$ cat src/rtl/alu_pkg.sv
// alu_pkg: shared constants for the sequential ALU.
// Opcode encodings, flag bit positions, the reset flag value and the
// controller state encoding. Imported by every file of the ALU slice.
package alu_pkg;

    // Opcode encodings
    localparam logic [3:0] OP_OR   = 4'b0000;
    localparam logic [3:0] OP_NOT  = 4'b0001;
    localparam logic [3:0] OP_XOR  = 4'b0010;
    localparam logic [3:0] OP_ONES = 4'b0011;
    localparam logic [3:0] OP_NEG  = 4'b0100;
    localparam logic [3:0] OP_ASL  = 4'b0101;
    localparam logic [3:0] OP_ASR  = 4'b0110;
    localparam logic [3:0] OP_LSL  = 4'b0111;
    localparam logic [3:0] OP_LSR  = 4'b1000;
    localparam logic [3:0] OP_ROL  = 4'b1001;
    localparam logic [3:0] OP_ROR  = 4'b1010;
    localparam logic [3:0] OP_ADD  = 4'b1011;
    localparam logic [3:0] OP_SUB  = 4'b1100;
    localparam logic [3:0] OP_AND  = 4'b1101;
    localparam logic [3:0] OP_MUL  = 4'b1110;
    localparam logic [3:0] OP_NOP  = 4'b1111;

    // Flag bit positions inside oFlag
    localparam int FLAG_ZERO     = 0;
    localparam int FLAG_CARRY    = 1;
    localparam int FLAG_SIGN     = 2;
    localparam int FLAG_OVERFLOW = 3;
    localparam int FLAG_PARITY   = 4;
    localparam int FLAG_W        = 5;

    // Flags after reset: result is 0, so only Zero is set
    localparam logic [FLAG_W-1:0] FLAG_RESET = 5'b00001;

    // Controller states
    typedef enum logic {
        ST_IDLE = 1'b0,
        ST_BUSY = 1'b1
    } state_e;

endpackage

$ cat src/rtl/alu_seq_if.sv
// alu_seq_if: request/result bus of the sequential ALU.
// Handshake: a request transfers on a rising edge where iValid && oReady;
// iA/iB/iOpcode are sampled on that edge and the requester keeps them
// stable until it sees oReady high. oValid is a one-cycle pulse marking a
// freshly written oSalida/oFlag, which then stay stable until the next one.
interface alu_seq_if #(
    parameter int WIDTH = 8
) ();
    logic             iValid;
    logic             oReady;
    logic [WIDTH-1:0] iA;
    logic [WIDTH-1:0] iB;
    logic [3:0]       iOpcode;
    logic             oValid;
    logic [WIDTH-1:0] oSalida;
    logic [4:0]       oFlag;

    // Operand source side
    modport master (
        output iValid, iA, iB, iOpcode,
        input  oReady, oValid, oSalida, oFlag
    );

    // ALU side
    modport slave (
        input  iValid, iA, iB, iOpcode,
        output oReady, oValid, oSalida, oFlag
    );
endinterface

$ cat src/rtl/alu_mul_seq.sv
// alu_mul_seq: iterative unsigned shift-add multiplier, one partial
// product bit per clock. start loads the operands (only issued while idle);
// busy is high for WIDTH cycles; done marks the final step, during which
// product_next already holds the complete 2*WIDTH-bit product.
module alu_mul_seq #(
    parameter int WIDTH = 8
) (
    input  logic               clk,
    input  logic               rst_n,
    input  logic               start,
    input  logic [WIDTH-1:0]   a,
    input  logic [WIDTH-1:0]   b,
    output logic               busy,
    output logic               done,
    output logic [2*WIDTH-1:0] product_next
);
    localparam int CW = $clog2(WIDTH + 1);

    // acc holds {partial high half, remaining multiplier bits}; each step
    // conditionally adds the multiplicand to the high half, then shifts right.
    logic [2*WIDTH-1:0] acc_q, acc_d;
    logic [WIDTH-1:0]   mcand_q, mcand_d;
    logic [CW-1:0]      cnt_q, cnt_d;
    logic               busy_q, busy_d;
    logic [WIDTH-1:0]   addend;
    logic [WIDTH:0]     sum;
    logic [2*WIDTH-1:0] step;

    // One shift-add step plus load/count control
    always_comb begin
        addend  = acc_q[0] ? mcand_q : '0;
        sum     = {1'b0, acc_q[2*WIDTH-1:WIDTH]} + {1'b0, addend};
        step    = {sum, acc_q[WIDTH-1:1]};
        acc_d   = acc_q;
        mcand_d = mcand_q;
        cnt_d   = cnt_q;
        busy_d  = busy_q;
        if (start) begin
            acc_d   = {{WIDTH{1'b0}}, b};
            mcand_d = a;
            cnt_d   = CW'(WIDTH);
            busy_d  = 1'b1;
        end else if (busy_q) begin
            acc_d = step;
            cnt_d = cnt_q - 1'b1;
            if (cnt_q == CW'(1)) begin
                busy_d = 1'b0;
            end
        end
    end

    // Multiplier state registers; reset discards any partial product
    always_ff @(posedge clk or negedge rst_n) begin
        if (!rst_n) begin
            acc_q   <= '0;
            mcand_q <= '0;
            cnt_q   <= '0;
            busy_q  <= 1'b0;
        end else begin
            acc_q   <= acc_d;
            mcand_q <= mcand_d;
            cnt_q   <= cnt_d;
            busy_q  <= busy_d;
        end
    end

    assign busy         = busy_q;
    assign done         = busy_q && (cnt_q == CW'(1));
    assign product_next = step;

endmodule

$ cat src/rtl/alu_seq.sv
// alu_seq: registered ALU with a valid/ready request handshake.
// Single-cycle ops are computed combinationally from the request and
// written into the result/flag register on the accept edge. With the
// ALU_MUL_EN macro defined, opcode 1110 runs the shift-add multiplier in a
// BUSY state and oReady drops until it completes; without it 1110 behaves
// as an undefined opcode and oReady is constantly 1.
// oDbgState exposes the controller state for observation.
module alu_seq
    import alu_pkg::*;
#(
    parameter int WIDTH = 8
) (
    input  logic      iClk,
    input  logic      iRst_n,
    alu_seq_if.slave  bus,
    output state_e    oDbgState
);
    localparam int MSB = WIDTH - 1;

    state_e             state_q, state_d;
    logic               valid_q, valid_d;
    logic [WIDTH-1:0]   salida_q, salida_d;
    logic [FLAG_W-1:0]  flag_q, flag_d;

    logic [WIDTH-1:0]   op_a, op_b;
    logic [WIDTH-1:0]   alu_res;
    logic               alu_c, alu_v;
    logic [WIDTH:0]     add_full, sub_full;

    logic               is_mul;
    logic               wr_en;
    logic [WIDTH-1:0]   wr_res;
    logic               wr_c, wr_v;
    logic [FLAG_W-1:0]  wr_flag;

    assign op_a = bus.iA;
    assign op_b = bus.iB;

`ifdef ALU_MUL_EN
    logic               mul_start;
    logic               mul_busy;
    logic               mul_done;
    logic [2*WIDTH-1:0] mul_prod;

    assign is_mul    = (bus.iOpcode == OP_MUL);
    assign mul_start = (state_q == ST_IDLE) && bus.iValid && is_mul;

    alu_mul_seq #(
        .WIDTH(WIDTH)
    ) u_mul (
        .clk          (iClk),
        .rst_n        (iRst_n),
        .start        (mul_start),
        .a            (op_a),
        .b            (op_b),
        .busy         (mul_busy),
        .done         (mul_done),
        .product_next (mul_prod)
    );

    assign bus.oReady = (state_q == ST_IDLE) && !mul_busy;
`else
    assign is_mul     = 1'b0;
    assign bus.oReady = 1'b1;
`endif

    // Single-cycle datapath: result, carry and overflow for each opcode
    always_comb begin
        alu_res  = '0;
        alu_c    = 1'b0;
        alu_v    = 1'b0;
        add_full = {1'b0, op_a} + {1'b0, op_b};
        sub_full = {1'b0, op_a} - {1'b0, op_b};
        case (bus.iOpcode)
            OP_ADD: begin
                alu_res = add_full[MSB:0];
                alu_c   = add_full[WIDTH];
                alu_v   = (op_a[MSB] == op_b[MSB]) && (alu_res[MSB] != op_a[MSB]);
            end
            OP_SUB: begin
                alu_res = sub_full[MSB:0];
                alu_c   = sub_full[WIDTH];
                alu_v   = (op_a[MSB] != op_b[MSB]) && (alu_res[MSB] != op_a[MSB]);
            end
            OP_AND:  alu_res = op_a & op_b;
            OP_OR:   alu_res = op_a | op_b;
            OP_XOR:  alu_res = op_a ^ op_b;
            OP_NOT,
            OP_ONES: alu_res = ~op_a;
            OP_NEG: begin
                alu_res = -op_a;
                alu_c   = |op_a;
                alu_v   = op_a[MSB] && !(|op_a[MSB-1:0]);
            end
            OP_ASL: begin
                alu_res = {op_a[MSB-1:0], 1'b0};
                alu_c   = op_a[MSB];
                alu_v   = op_a[MSB] ^ op_a[MSB-1];
            end
            OP_ASR: begin
                alu_res = {op_a[MSB], op_a[MSB:1]};
                alu_c   = op_a[0];
            end
            OP_LSL: begin
                alu_res = {op_a[MSB-1:0], 1'b0};
                alu_c   = op_a[MSB];
            end
            OP_LSR: begin
                alu_res = {1'b0, op_a[MSB:1]};
                alu_c   = op_a[0];
            end
            OP_ROL: begin
                alu_res = {op_a[MSB-1:0], op_a[MSB]};
                alu_c   = op_a[MSB];
            end
            OP_ROR: begin
                alu_res = {op_a[0], op_a[MSB:1]};
                alu_c   = op_a[0];
            end
            default: begin
                alu_res = '0;
            end
        endcase
    end

    // Controller next state and result/flag register write selection
    always_comb begin
        state_d  = state_q;
        valid_d  = 1'b0;
        salida_d = salida_q;
        flag_d   = flag_q;
        wr_en    = 1'b0;
        wr_res   = alu_res;
        wr_c     = alu_c;
        wr_v     = alu_v;
        case (state_q)
            ST_IDLE: begin
                if (bus.iValid) begin
                    if (is_mul) begin
                        state_d = ST_BUSY;
                    end else begin
                        wr_en = 1'b1;
                    end
                end
            end
            ST_BUSY: begin
`ifdef ALU_MUL_EN
                if (mul_done) begin
                    wr_en   = 1'b1;
                    wr_res  = mul_prod[MSB:0];
                    wr_c    = |mul_prod[2*WIDTH-1:WIDTH];
                    wr_v    = |mul_prod[2*WIDTH-1:WIDTH];
                    state_d = ST_IDLE;
                end
`else
                state_d = ST_IDLE;
`endif
            end
            default: state_d = ST_IDLE;
        endcase

        wr_flag                = '0;
        wr_flag[FLAG_ZERO]     = (wr_res == '0);
        wr_flag[FLAG_CARRY]    = wr_c;
        wr_flag[FLAG_SIGN]     = wr_res[MSB];
        wr_flag[FLAG_OVERFLOW] = wr_v;
        wr_flag[FLAG_PARITY]   = ^wr_res;

        if (wr_en) begin
            valid_d  = 1'b1;
            salida_d = wr_res;
            flag_d   = wr_flag;
        end
    end

    // State, completion pulse and held result/flags
    always_ff @(posedge iClk or negedge iRst_n) begin
        if (!iRst_n) begin
            state_q  <= ST_IDLE;
            valid_q  <= 1'b0;
            salida_q <= '0;
            flag_q   <= FLAG_RESET;
        end else begin
            state_q  <= state_d;
            valid_q  <= valid_d;
            salida_q <= salida_d;
            flag_q   <= flag_d;
        end
    end

    assign bus.oValid  = valid_q;
    assign bus.oSalida = salida_q;
    assign bus.oFlag   = flag_q;
    assign oDbgState   = state_q;

endmodule

$ cat src/flat_wrapper.sv
// flat-port wrapper written by rule: the top's interface ports become plain ports
module alu_seq_flat import alu_pkg::*;
#(
    parameter int WIDTH = 8
)
  (iClk, iRst_n, oDbgState, bus_iValid, bus_iA, bus_iB, bus_iOpcode, bus_oReady, bus_oValid, bus_oSalida, bus_oFlag);
  alu_seq_if #(.WIDTH(WIDTH)) bus_i ();
  input  logic iClk;
  input  logic iRst_n;
  output state_e oDbgState;
  input wire logic [$bits(bus_i.iValid)-1:0] bus_iValid;
  input wire logic [$bits(bus_i.iA)-1:0] bus_iA;
  input wire logic [$bits(bus_i.iB)-1:0] bus_iB;
  input wire logic [$bits(bus_i.iOpcode)-1:0] bus_iOpcode;
  output wire logic [$bits(bus_i.oReady)-1:0] bus_oReady;
  output wire logic [$bits(bus_i.oValid)-1:0] bus_oValid;
  output wire logic [$bits(bus_i.oSalida)-1:0] bus_oSalida;
  output wire logic [$bits(bus_i.oFlag)-1:0] bus_oFlag;
  assign bus_i.iValid = bus_iValid;
  assign bus_i.iA = bus_iA;
  assign bus_i.iB = bus_iB;
  assign bus_i.iOpcode = bus_iOpcode;
  assign bus_oReady = bus_i.oReady;
  assign bus_oValid = bus_i.oValid;
  assign bus_oSalida = bus_i.oSalida;
  assign bus_oFlag = bus_i.oFlag;
  alu_seq #(.WIDTH(WIDTH)) u_core (.iClk(iClk), .iRst_n(iRst_n), .bus(bus_i), .oDbgState(oDbgState));
endmodule
$ cat config.mk
export PLATFORM = sky130hd
export DESIGN_NAME = alu_seq_flat
export DESIGN_NICKNAME = d
export VERILOG_FILES = /design/src/rtl/alu_pkg.sv /design/src/rtl/alu_seq_if.sv /design/src/rtl/alu_mul_seq.sv /design/src/rtl/alu_seq.sv /design/src/flat_wrapper.sv
export SDC_FILE = /design/constraint.sdc
export NUM_CORES = 1
export LEC_CHECK = 0
export BUFFER_PORTS_ARGS = -buffer_cell sky130_fd_sc_hd__buf_2
export CORE_MARGIN = 5
export CORE_UTILIZATION = 57
export CTS_CLUSTER_SIZE = 24
export DETAILED_ROUTE_END_ITERATION = 6
export PLACE_DENSITY_LB_ADDON = 0.1
export SKIP_LAST_GASP = 1
export SLEW_MARGIN = 40
export SYNTH_ARGS = -nofsm -noshare
export SYNTH_HDL_FRONTEND = slang
export SYNTH_SLANG_ARGS = --single-unit
$ cat constraint.sdc
create_clock -name iClk -period 0.81 [get_ports iClk]
set_input_delay 0.162 -clock iClk [delete_from_list [all_inputs] [get_ports iClk]]
set_output_delay 0.162 -clock iClk [all_outputs]
set_load 0.05 [all_outputs]
==> metrics.txt, run 1 <==
ys flop type dfrtp_1; Root Buffer clkbuf_8; share of the yosys chip area belonging to registers 0.133; Syn Inst Count 320; # hold bufs at CTS 1; synthesized-area fraction occupied by xor and xnor cells 0.0214; post-synth top area share 0.153; initial core utilization 0.601; largest family of logic cells by synthesized area compound AO/OA/AOI/OAI gates; DIE HEIGHT around 76 um; Failed at 4_1_cts; synth warn 0; adder-cell share of the synthesized area 0.169; cell taking the most area after synthesis ha_1; Placer Congestion around 1; H-tree Lvls 1; asr flop ratio synth 1.00; # clock sinks 13; post-synthesis simple-gate area fraction 0.242; Mapped Area 2450 um2; multiplexer share of the synthesized area 0.0408; CTS resizes 122; Distinct cells, synth 70; PortBufs 36; Inserted Clock Buffers 3; average cell area after synthesis 7.67 um2; boundary pin count 39; status stopped before the end; syn_nets roughly 380; chip width approximately 76 um; Post-synth EDFFs 0; # rows 23; Post-DP HPWL 7560 um; Clock Tree Buf Depth 2; stop err [ERROR DPL-0038] Utilization greater than 100%, impossible to legalize; DP Area roughly 3600 um2; FF+latch count, synth 13; Synth area leaders ha_1 15%, dfrtp_1 12%, a21oi_1 5.5%, mux2i_1 4.1%, inv_1 4.0%; Compound-Gate Fraction of Synth Area 0.293; postcts setup bufs 21
## per-stage QoR
step	setup slack (ps)	setup TNS, ps	hold slack, ps	instances
floorplan	-1920	-13180	-134	320
detailed placement	-2140	-17970	48.9	504
global placement	-2020	-17050	48.7	504
## cells by family after synthesis
kind of cell	Yosys count
and+or+nand+nor	102
muxes	10
AOI/OAI and AO/OA	101
DFF	13
other	2
buffers and inverters	54
adders and majority gates	32
xor gates and xnor gates	6
## cell usage after synthesis, types with 3 or more instances
cell type  number
nand2b_1        6
nand3_1         4
a211oi_1        4
o21a_1          3
nand4b_1        3
nand3b_1        4
o22ai_1         5
nor2b_1         6
a221o_1         3
a22oi_1         3
buf_2          11
and3_1          3
dfrtp_1        12
nand4_1         7
nor3b_1         3
or4b_1          3
nand2_1        14
clkbuf_1       10
o211ai_1        7
o21ai_0        11
xnor2_1         6
mux2i_1        10
a21oi_1        27
a22o_1          3
nor3_1         13
ha_1           30
a32oi_1         3
o221ai_1        3
a31oi_1         3
inv_1          26
nor2_1         21
buf_4           4
==> run 2, diff against run 1 <==
CORE_UTILIZATION = 40   (was 57)
CTS_CLUSTER_SIZE = default   (was 24)
PLACE_DENSITY_LB_ADDON = 0.15   (was 0.1)
==> run 2 against run 1 <==
Synthesized area is the same. The flow now finishes, with violations (negative setup slack). Synthesized cell count did not move.
==> metrics.txt, run 2 <==
DP Area 3740 um2 (+3.6%); dpl ws -2130 ps (+14.2 ps); routed wire length roughly 11000 um; commonest cells in the netlist 30 x ha_1, 27 x a21oi_1, 26 x inv_1, 21 x nor2_1, 14 x nand2_1; initial core utilization 0.412 (-0.189); # rows 28 (+22%); failing checks negative setup slack; Syn Inst Count 320 (unchanged); initial DRC count between 200 and 300; H-tree Lvls 1 (unchanged); DIE HEIGHT 88.3 um (+17%); VDD IR max about 1.2 mV; diode count 0; chip width 88.3 um (+17%); Sw Share 0.426; die area 7800 um2; CTS tree built; status finished with violations; Clk network pwr share 0.114; fin cells 574; worst-path cell chain buf_12 -> clkinv_8 -> ha_4 -> inv_2 -> fa_2 -> nor3b_4 -> or3_4 -> a221oi_4 -> o221ai_2 -> a21oi_2 -> ha_4 -> xnor2_2 -> xnor2_1 -> a21oi_1; global-route wire length before repair approximately 15000 um; FMAX approximately 390 MHz; gr ovfl total 0; Hold Path Class input port to flip-flop; CP Launch Type input port; Pre-Repair DR Iteration Count 5; Post-DP HPWL 7060 um (-6.5%); NetSw 2.15 mW; Gate power share 0.722; WL/cell 18.6 um; crit path max fanout 3; post-synth top area share 0.153 (unchanged); Root Buffer clkbuf_8; slowest cell delay on critical path between 300 and 400 ps; clk_skew 0 ps; RSZ-0062 raised after global routing true; share of the yosys chip area belonging to registers 0.133 (unchanged); # clock sinks 13 (unchanged); ys flop type dfrtp_1; Crit path arrival time around 2700 ps; pwr dens roughly 1100 nW/um2; vias in the first global route about 3300; max cap viols 0; FF+latch count, synth 13 (unchanged); Setup Crit Path Kind input port to flip-flop; Clock Latency Late Sink roughly 240 ps; Reg power frac 0.164; Finished Cell Area around 4600 um2; Req. time, crit path a little over 900 ps; core area slightly below 6000 um2; initial antenna violation count 0; crit path buf inv count 3; Post-synth EDFFs 0 (unchanged); P_leak between 2 and 2.5 nW; period utilization 3.17; Vias/cell just under 6; clk slew on worst S/H paths around 50 ps; final hold viol count 0; post-route ant nets 0; synth warn 0 (unchanged); final slew viol count 0; number of flip-flops in the largest register 7; # nets final between 500 and 600; # DRC 0; Power Internal approximately 2.9 mW; Mapped Area 2450 um2 (unchanged); Worst path top cell family by delay compound AO/OA/AOI/OAI gates; Distinct cells, synth 70 (unchanged); Placer Congestion 0.987 (-0.15%); Placed Cells 544 (+7.9%); commonest non-fill, non-tap cell in the layout buf_4; Final WS setup -1760 ps; asr flop ratio synth 1.00 (unchanged); syn_nets 375 (unchanged); WHS ~230 ps; Worst Setup End Kind flip-flop; average cell area after synthesis 7.67 um2 (unchanged); PortBufs 36 (unchanged); boundary pin count 39 (unchanged); Slew @ Worst Pin about 640 ps; # setup viols final 26; Inserted Clock Buffers 3 (unchanged); P&R area growth vs syn 89.2%; Tmin final 2570 ps; fillers between 300 and 400; commonest non-fill, non-tap cells in the layout 153 x buf_4, 25 x buf_6, 19 x nor2_1; Clock Tree Buf Depth 2 (unchanged); largest net degree at the start of global routing 14; cell taking the most area after synthesis ha_1; max_slew headroom 0.568; Synth area leaders ha_1 15%, dfrtp_1 12%, a21oi_1 5.5%, mux2i_1 4.1%, inv_1 4.0%; GR Util All Layers 0.247; top-count cell post-synth ha_1; crit-path most repeated cell ha_4; share of cells above drive strength 1 0.577; Via Count 3409; slowest CP cell fa_2
## run 2: cell counts after synthesis
No cell type changed its count.
## run 2: cells by family (layout without fill, tap and decap cells)
group,count (synthesis),count (layout),share of synthesized area
flops,13,13,0.133
xor+xnor,6,6,0.0214
other cells,2,2,0.00306
compound gates,101,101,0.293
fa+ha+maj,32,32,0.169
simple gates,102,102,0.242
buf+inv,54,233,0.0979
mux,10,10,0.0408
## run 2: repair_timing
action,in CTS,in global routing
hold buffers,1,0
pin swaps,27,35
endpoints found under the hold margin,12,0
setup endpoints to repair,26,26
setup buffers,20,18
resized for setup,102,53
## run 2: layout make-up
class                      instances  area, um2  area share
multi-input combinational        253       2380       0.512
timing repair buffer             202       1670       0.360
sequential                        13        328      0.0706
inverter                          27        131      0.0283
tap                               75       93.8      0.0202
clock buffer                       4       45.0     0.00970
## run 2: per-layer routing
layer  wire length [um]  global-route usage  part of all wire  vias up
met5                  0                   0                 0        -
met4                534              0.0893             0.050        0
met3                661              0.0168             0.062       55
met2               5290               0.445              0.50      186
met1               4190               0.309              0.39     1613
li1                   -                   -                 -     1555
## run 2: worst paths after layout
check,from,cells after the start,slack (ps),to
max,bus_iA[0],14,-1760,u_core.bus.oFlag[4]
min,bus_iValid,2,230,u_core.bus.oValid
max reg2reg,u_core.bus.oSalida[4],4,-70,u_core.bus.oSalida[4]
min reg2reg,u_core.bus.oFlag[0],2,520,u_core.bus.oFlag[0]
max in group asynchronous,iRst_n,2,190,u_core.bus.oFlag[0]
min in group asynchronous,iRst_n,2,340,u_core.bus.oSalida[1]
## run 2: per-stage QoR
step	util	total power, mW	TNS (ps)
after floorplan	-	2.38	-13180
after detailed placement	0.629	3.45	-17760
final	0.780	5.05	-16210
after global placement	0.629	3.41	-17260
after CTS	0.722	4.54	-15100
after global routing	0.780	5.31	-17430
## run 2: power by group through the flow
stage	logic, mW	registers (mW)	clock network, mW
global route	3.87	0.835	0.605
floorplan	1.22	1.17	0
global placement	2.60	0.804	0
finish	3.65	0.826	0.575
detailed placement	2.64	0.810	0
CTS	3.15	0.824	0.567
(Power assumes the default switching activity.)
==> run 3, diff against run 2 <==
TNS_END_PERCENT = 5   (was default)
==> run 3 against run 2 <==
The run still ends with negative setup slack left. Largest power group unchanged. Wire length decreased by 20%. First-iteration DRC count decreased by 38%. Global-route usage fell by 1.9 points. Count of clock-buffer cells in the layout stayed put. Clock skew did not move. Die area stayed put. Sequential cell count stayed put. Critical endpoint unchanged. Cell count down 6.4%. Maximum frequency increased by 2.2%. Sequential power shrank 2.4%.
==> metrics.txt, run 3 (synthesis gave the netlist of run 2 again) <==
status finished with violations; failing checks negative setup slack; routed wire length 8540 um (-20%); DIE HEIGHT 88.3 um (unchanged); FMAX 398 MHz (+2.2%); final slew viol count 0 (unchanged); CTS tree built; crit path max fanout 3 (unchanged); clk slew on worst S/H paths 50 ps (about the same); Placer Congestion 0.949 (-3.9%); PortBufs 36 (unchanged); # clock sinks 13 (unchanged); worst-path cell chain buf_8 -> inv_8 -> ha_4 -> inv_2 -> fa_2 -> nor3b_4 -> or3_4 -> a221oi_4 -> o221ai_2 -> a21oi_2 -> ha_4 -> xnor2_2 -> xnor2_1 -> a21oi_1; # nets final 518 (-6.7%); die area 7800 um2 (unchanged); period utilization 3.10 (-0.0698); global-route wire length before repair 14200 um (-7.7%); clk_skew 0 ps (unchanged); final hold viol count 0 (unchanged); Hold Path Class input port to flip-flop; Worst Setup End Kind flip-flop; reg-to-reg setup timing slack 40 ps (+110 ps); share of cells above drive strength 1 0.418 (-0.159); Total Power Consumption 4.17 mW (-17%); initial antenna violation count 0 (unchanged); Post-DP HPWL 6940 um (-1.7%); number of flip-flops in the largest register 7 (unchanged); vias in the first global route 2995 (-9.4%); Critical R2R Capture u_core.bus.oFlag[0]; Finished Cell Area 3760 um2 (-19%); Req. time, crit path 930 ps (about the same); Placed Cells 527 (-3.1%); boundary pin count 39 (unchanged); Inserted Clock Buffers 3 (unchanged); Pre-Repair DR Iteration Count 5 (unchanged); WL/cell 15.9 um (-14%); slowest cell delay on critical path 360 ps (about the same); Crit path arrival time 2640 ps (-50 ps); CP Launch Type input port; Via Count 3029 (-11%); Core Util, Final 0.631 (-0.149); diode count 0 (unchanged); initial DRC count 179 (-38%); # setup viols final 26 (unchanged); Clock Latency Late Sink 240 ps (about the same); Hold Crit Endpoint u_core.bus.oValid; crit-path most repeated cell ha_4; Tmin final 2510 ps (-56.5 ps); fin cells 537 (-6.4%); Clock Tree Buf Depth 2 (unchanged); RR Startpoint u_core.bus.oFlag[0]; slowest CP cell or3_4; # DRC 0 (unchanged); Vias/cell 5.64 (-5.0%); commonest non-fill, non-tap cell in the layout buf_4; chip width 88.3 um (unchanged); largest net degree at the start of global routing 21 (+7); H-tree Lvls 1 (unchanged); P_leak 1.79 nW (-14%); P&R area growth vs syn 53.2%; initial core utilization 0.412 (unchanged); Root Buffer clkbuf_8; FF-to-FF path depth 2 (-2); post-route ant nets 0 (unchanged); RSZ-0062 raised after global routing true; DP Area 3540 um2 (-5.4%); pwr dens 1110 nW/um2 (+1.9%); core area 5960 um2 (unchanged); commonest non-fill, non-tap cells in the layout 127 x buf_4, 35 x buf_2, 26 x ha_1; gr ovfl total 0 (unchanged); max cap viols 0 (unchanged); HP Start bus_iValid; # rows 28 (unchanged); hold path depth 1 (-1); GR Util All Layers 0.229 (-0.0185); Final WS setup -1700 ps (+56.5 ps); Setup Crit Path Kind input port to flip-flop; VDD IR max 1.11 mV (-10%); TNS Setup -17570 ps (-1360 ps)
run 3: cell types whose count changed in the layout (fill, tap and decap cells not counted), sizes merged:
| cell | previous run | this run |
|---|---|---|
| buf | 201 | 164 |
| clkinv | 1 | 0 |
| inv | 26 | 27 |
run 3: repair_timing:
item,in CTS,in global routing
hold buffers,1,0
resized for setup,17,4
endpoints found under the hold margin,12,0
pin swaps,13,9
setup buffers,3,2
setup endpoints to repair,26,26
run 3: per-stage QoR:
step	hold WS, ps	setup slack [ps]
final	96.2	-1700
after global routing	97.1	-1840
after CTS	89.6	-1710
after detailed placement	66.4	-2130
after global placement	53.9	-2050
after floorplan	-134	-1930
run 3: final cells by class:
class                      instances  area, um2
sequential                        13        327
inverter                          27        109
tap                               75       93.8
multi-input combinational        253       2020
fill                             542       2200
timing repair buffer             165       1160
clock buffer                       4       45.0
run 3: report_power, final:
part           switching [mW]  internal [mW]
Combinational            1.54           1.25
Sequential             0.0551          0.751
Clock                   0.224          0.347
run 3: worst max-delay path: cells and delay by family:
kind                     cells  cell delay [ps]
adder cells (fa/ha/maj)      3              720
AO/OA/AOI/OAI                4              750
XOR/XNOR                     2              300
AND/OR/NAND/NOR              2              520
buffers and inverters        3              200
run 3: metal layers:
metal / routed length [um] / vias to the layer above / GRT usage / share of wire
met5: 0 / - / 0 / 0
met1: 3830 / 1413 / 0.298 / 0.45
met3: 483 / 17 / 0.0158 / 0.057
li1: - / 1488 / - / -
met2: 4080 / 111 / 0.401 / 0.48
met4: 146 / 0 / 0.0714 / 0.017
run 3: worst max path at each step:
stage	from	end	slack, ps	cells past startpoint
floorplan	bus_iA[0]	u_core.bus.oFlag[4]	-1930	14
global placement	bus_iB[5]	u_core.bus.oFlag[4]	-2050	12
detailed placement	bus_iA[0]	u_core.bus.oFlag[4]	-2130	14
CTS	bus_iA[0]	u_core.bus.oFlag[4]	-1710	14
global route	bus_iA[0]	u_core.bus.oFlag[4]	-1840	14
finish	bus_iA[0]	u_core.bus.oFlag[4]	-1700	14
==> run 4, diff against run 3 <==
CORE_ASPECT_RATIO = 0.75   (was default)
==> run 4 against run 3 <==
The run still ends with negative setup slack left. First-iteration DRC count rose by 79%. Sequential power fell by 0.6%. Sequential cell count did not move. Cell count rose by 5.2%. Wire length rose by 16%. Combinational power rose by 7.9%. Count of clock-buffer cells in the layout did not move. Clock power rose by 3%. Cell area rose by 5.0%. Highest routed layer unchanged.
==> metrics.txt, run 4 (synthesis gave the netlist of run 2 again) <==
status finished with violations; failing checks negative setup slack; Post-DP HPWL 7510 um (+8.2%); global-route wire length before repair 15400 um (+8.0%); CP Launch Point bus_iA[0]; max cap viols 0 (unchanged); Placed Cells 546 (+3.6%); reg-to-reg setup timing slack 60 ps (+20 ps); WHS 332 ps (+236 ps); Via Count 3285 (+8.5%); WL/cell 17.5 um (+9.9%); P&R area growth vs syn 60.8%; RSZ-0062 raised after global routing true; GR Util All Layers 0.240 (+0.0114); boundary pin count 39 (unchanged); crit path max fanout 3 (unchanged); gr ovfl total 0 (unchanged); CTS tree built; # clock sinks 13 (unchanged); PortBufs 36 (unchanged); Tmin final 2570 ps (+56.2 ps); Pre-Repair DR Iteration Count 7 (+2); FF-to-FF path depth 2 (unchanged); post-route ant nets 0 (unchanged); H-tree Lvls 1 (unchanged); initial antenna violation count 0 (unchanged); Req. time, crit path 930 ps (about the same); Hold Path Class input port to flip-flop; diode count 0 (unchanged); P_leak 1.91 nW (+6.9%); # rows 24 (-14%); HP Start bus_iValid; chip width 100 um (+14%); Crit path arrival time 2680 ps (+40 ps); gr busiest metal met1; vias in the first global route 3090 (+3.2%); die area 7820 um2 (+0.21%); RR Startpoint u_core.bus.oFlag[0]; met3 usage 0.0242 (+0.00836); M2 GR Usage 0.358 (-0.0433); hold path depth 2 (+1); Clock Tree Buf Depth 2 (unchanged); Worst Setup End Kind flip-flop; Total Power Consumption 4.39 mW (+5.5%); number of flip-flops in the largest register 7 (unchanged); share of cells above drive strength 1 0.450 (+0.0319); core area 5890 um2 (-1.2%); # setup viols final 26 (unchanged); met1 usage 0.364 (+0.0658); fin cells 565 (+5.2%); FMAX 389 MHz (-2.2%); period utilization 3.17 (+0.0694); largest net degree at the start of global routing 24 (+14%); Setup Crit Path Kind input port to flip-flop; VDD IR max 0.843 mV (-24%); final slew viol count 0 (unchanged); Vias/cell 5.81 (+3.1%); clk slew on worst S/H paths 60 ps (about the same); commonest non-fill, non-tap cells in the layout 153 x buf_4, 34 x buf_2, 27 x ha_1; clk_skew 0 ps (unchanged); initial DRC count 320 (+79%); DIE HEIGHT 77.8 um (-12%); commonest non-fill, non-tap cell in the layout buf_4; # DRC 0 (unchanged); Inserted Clock Buffers 3 (unchanged); final hold viol count 0 (unchanged); Clock Latency Late Sink 240 ps (about the same); routed wire length 9880 um (+16%); # nets final 543 (+4.8%); pwr dens 1110 nW/um2 (+0.51%); dpl ws -2130 ps (+1.57 ps); Placer Congestion 0.919 (-3.2%); initial core utilization 0.417 (+0.00491); Final WS setup -1760 ps (-56.2 ps); CP Launch Type input port; Root Buffer clkbuf_8
run 4: cell types whose count changed in the layout (fill, tap and decap cells not counted), sizes merged:
cell,previous run,this run
buf,164,188
clkbuf,4,5
run 4: worst paths after layout:
kind                                         end
max                          u_core.bus.oFlag[4]
min                            u_core.bus.oValid
max reg2reg                  u_core.bus.oFlag[0]
min reg2reg                  u_core.bus.oFlag[0]
max in group asynchronous    u_core.bus.oFlag[0]
min in group asynchronous  u_core.bus.oSalida[6]
run 4: timing repair:
action                                  CTS  global route
hold buffers                              1             0
endpoints found under the setup margin   26            26
pin swaps                                12            10
hold endpoints to repair                 12             0
gates resized for setup                  10            12
setup buffers                            11             3
run 4: area by class of cell:
type	instances	area, um2
inverter	27	109
multi-input combinational	253	2020
timing repair buffer	190	1350
sequential	13	327
tap	78	97.6
clock buffer	4	45.0
fill	520	1940
run 4: power breakdown:
group / leakage (nW) / switching [mW] / internal [mW]
registers: 0.149 / 0.0505 / 0.750
logic: 1.74 / 1.64 / 1.36
clock network: 0.0228 / 0.240 / 0.347
total: 1.91 / 1.93 / 2.46
run 4: stage by stage:
step,area [um2],util,TNS [ps]
2_1_floorplan,2500,-,-13980
3_5_place_dp,3660,0.623,-17740
6_report,3950,0.670,-17910
3_3_place_gp,3660,0.623,-17160
5_1_grt,3950,0.670,-19570
4_1_cts,3860,0.656,-17480
run 4: critical path, cell delays in order:
cell	delay, ps
buf_8	110
inv_8	40
ha_4	130
inv_2	40
fa_2	350
nor3b_4	160
or3_4	360
a221oi_4	320
o221ai_2	150
a21oi_2	230
ha_4	240
xnor2_2	150
xnor2_1	150
a21oi_1	90
run 4: layer usage:
| layer | vias up | share of wire |
|---|---|---|
| met1 | 1527 | 0.45 |
| met2 | 195 | 0.42 |
| li1 | 1530 | - |
| met5 | - | 0 |
| met4 | 0 | 0.028 |
| met3 | 33 | 0.098 |
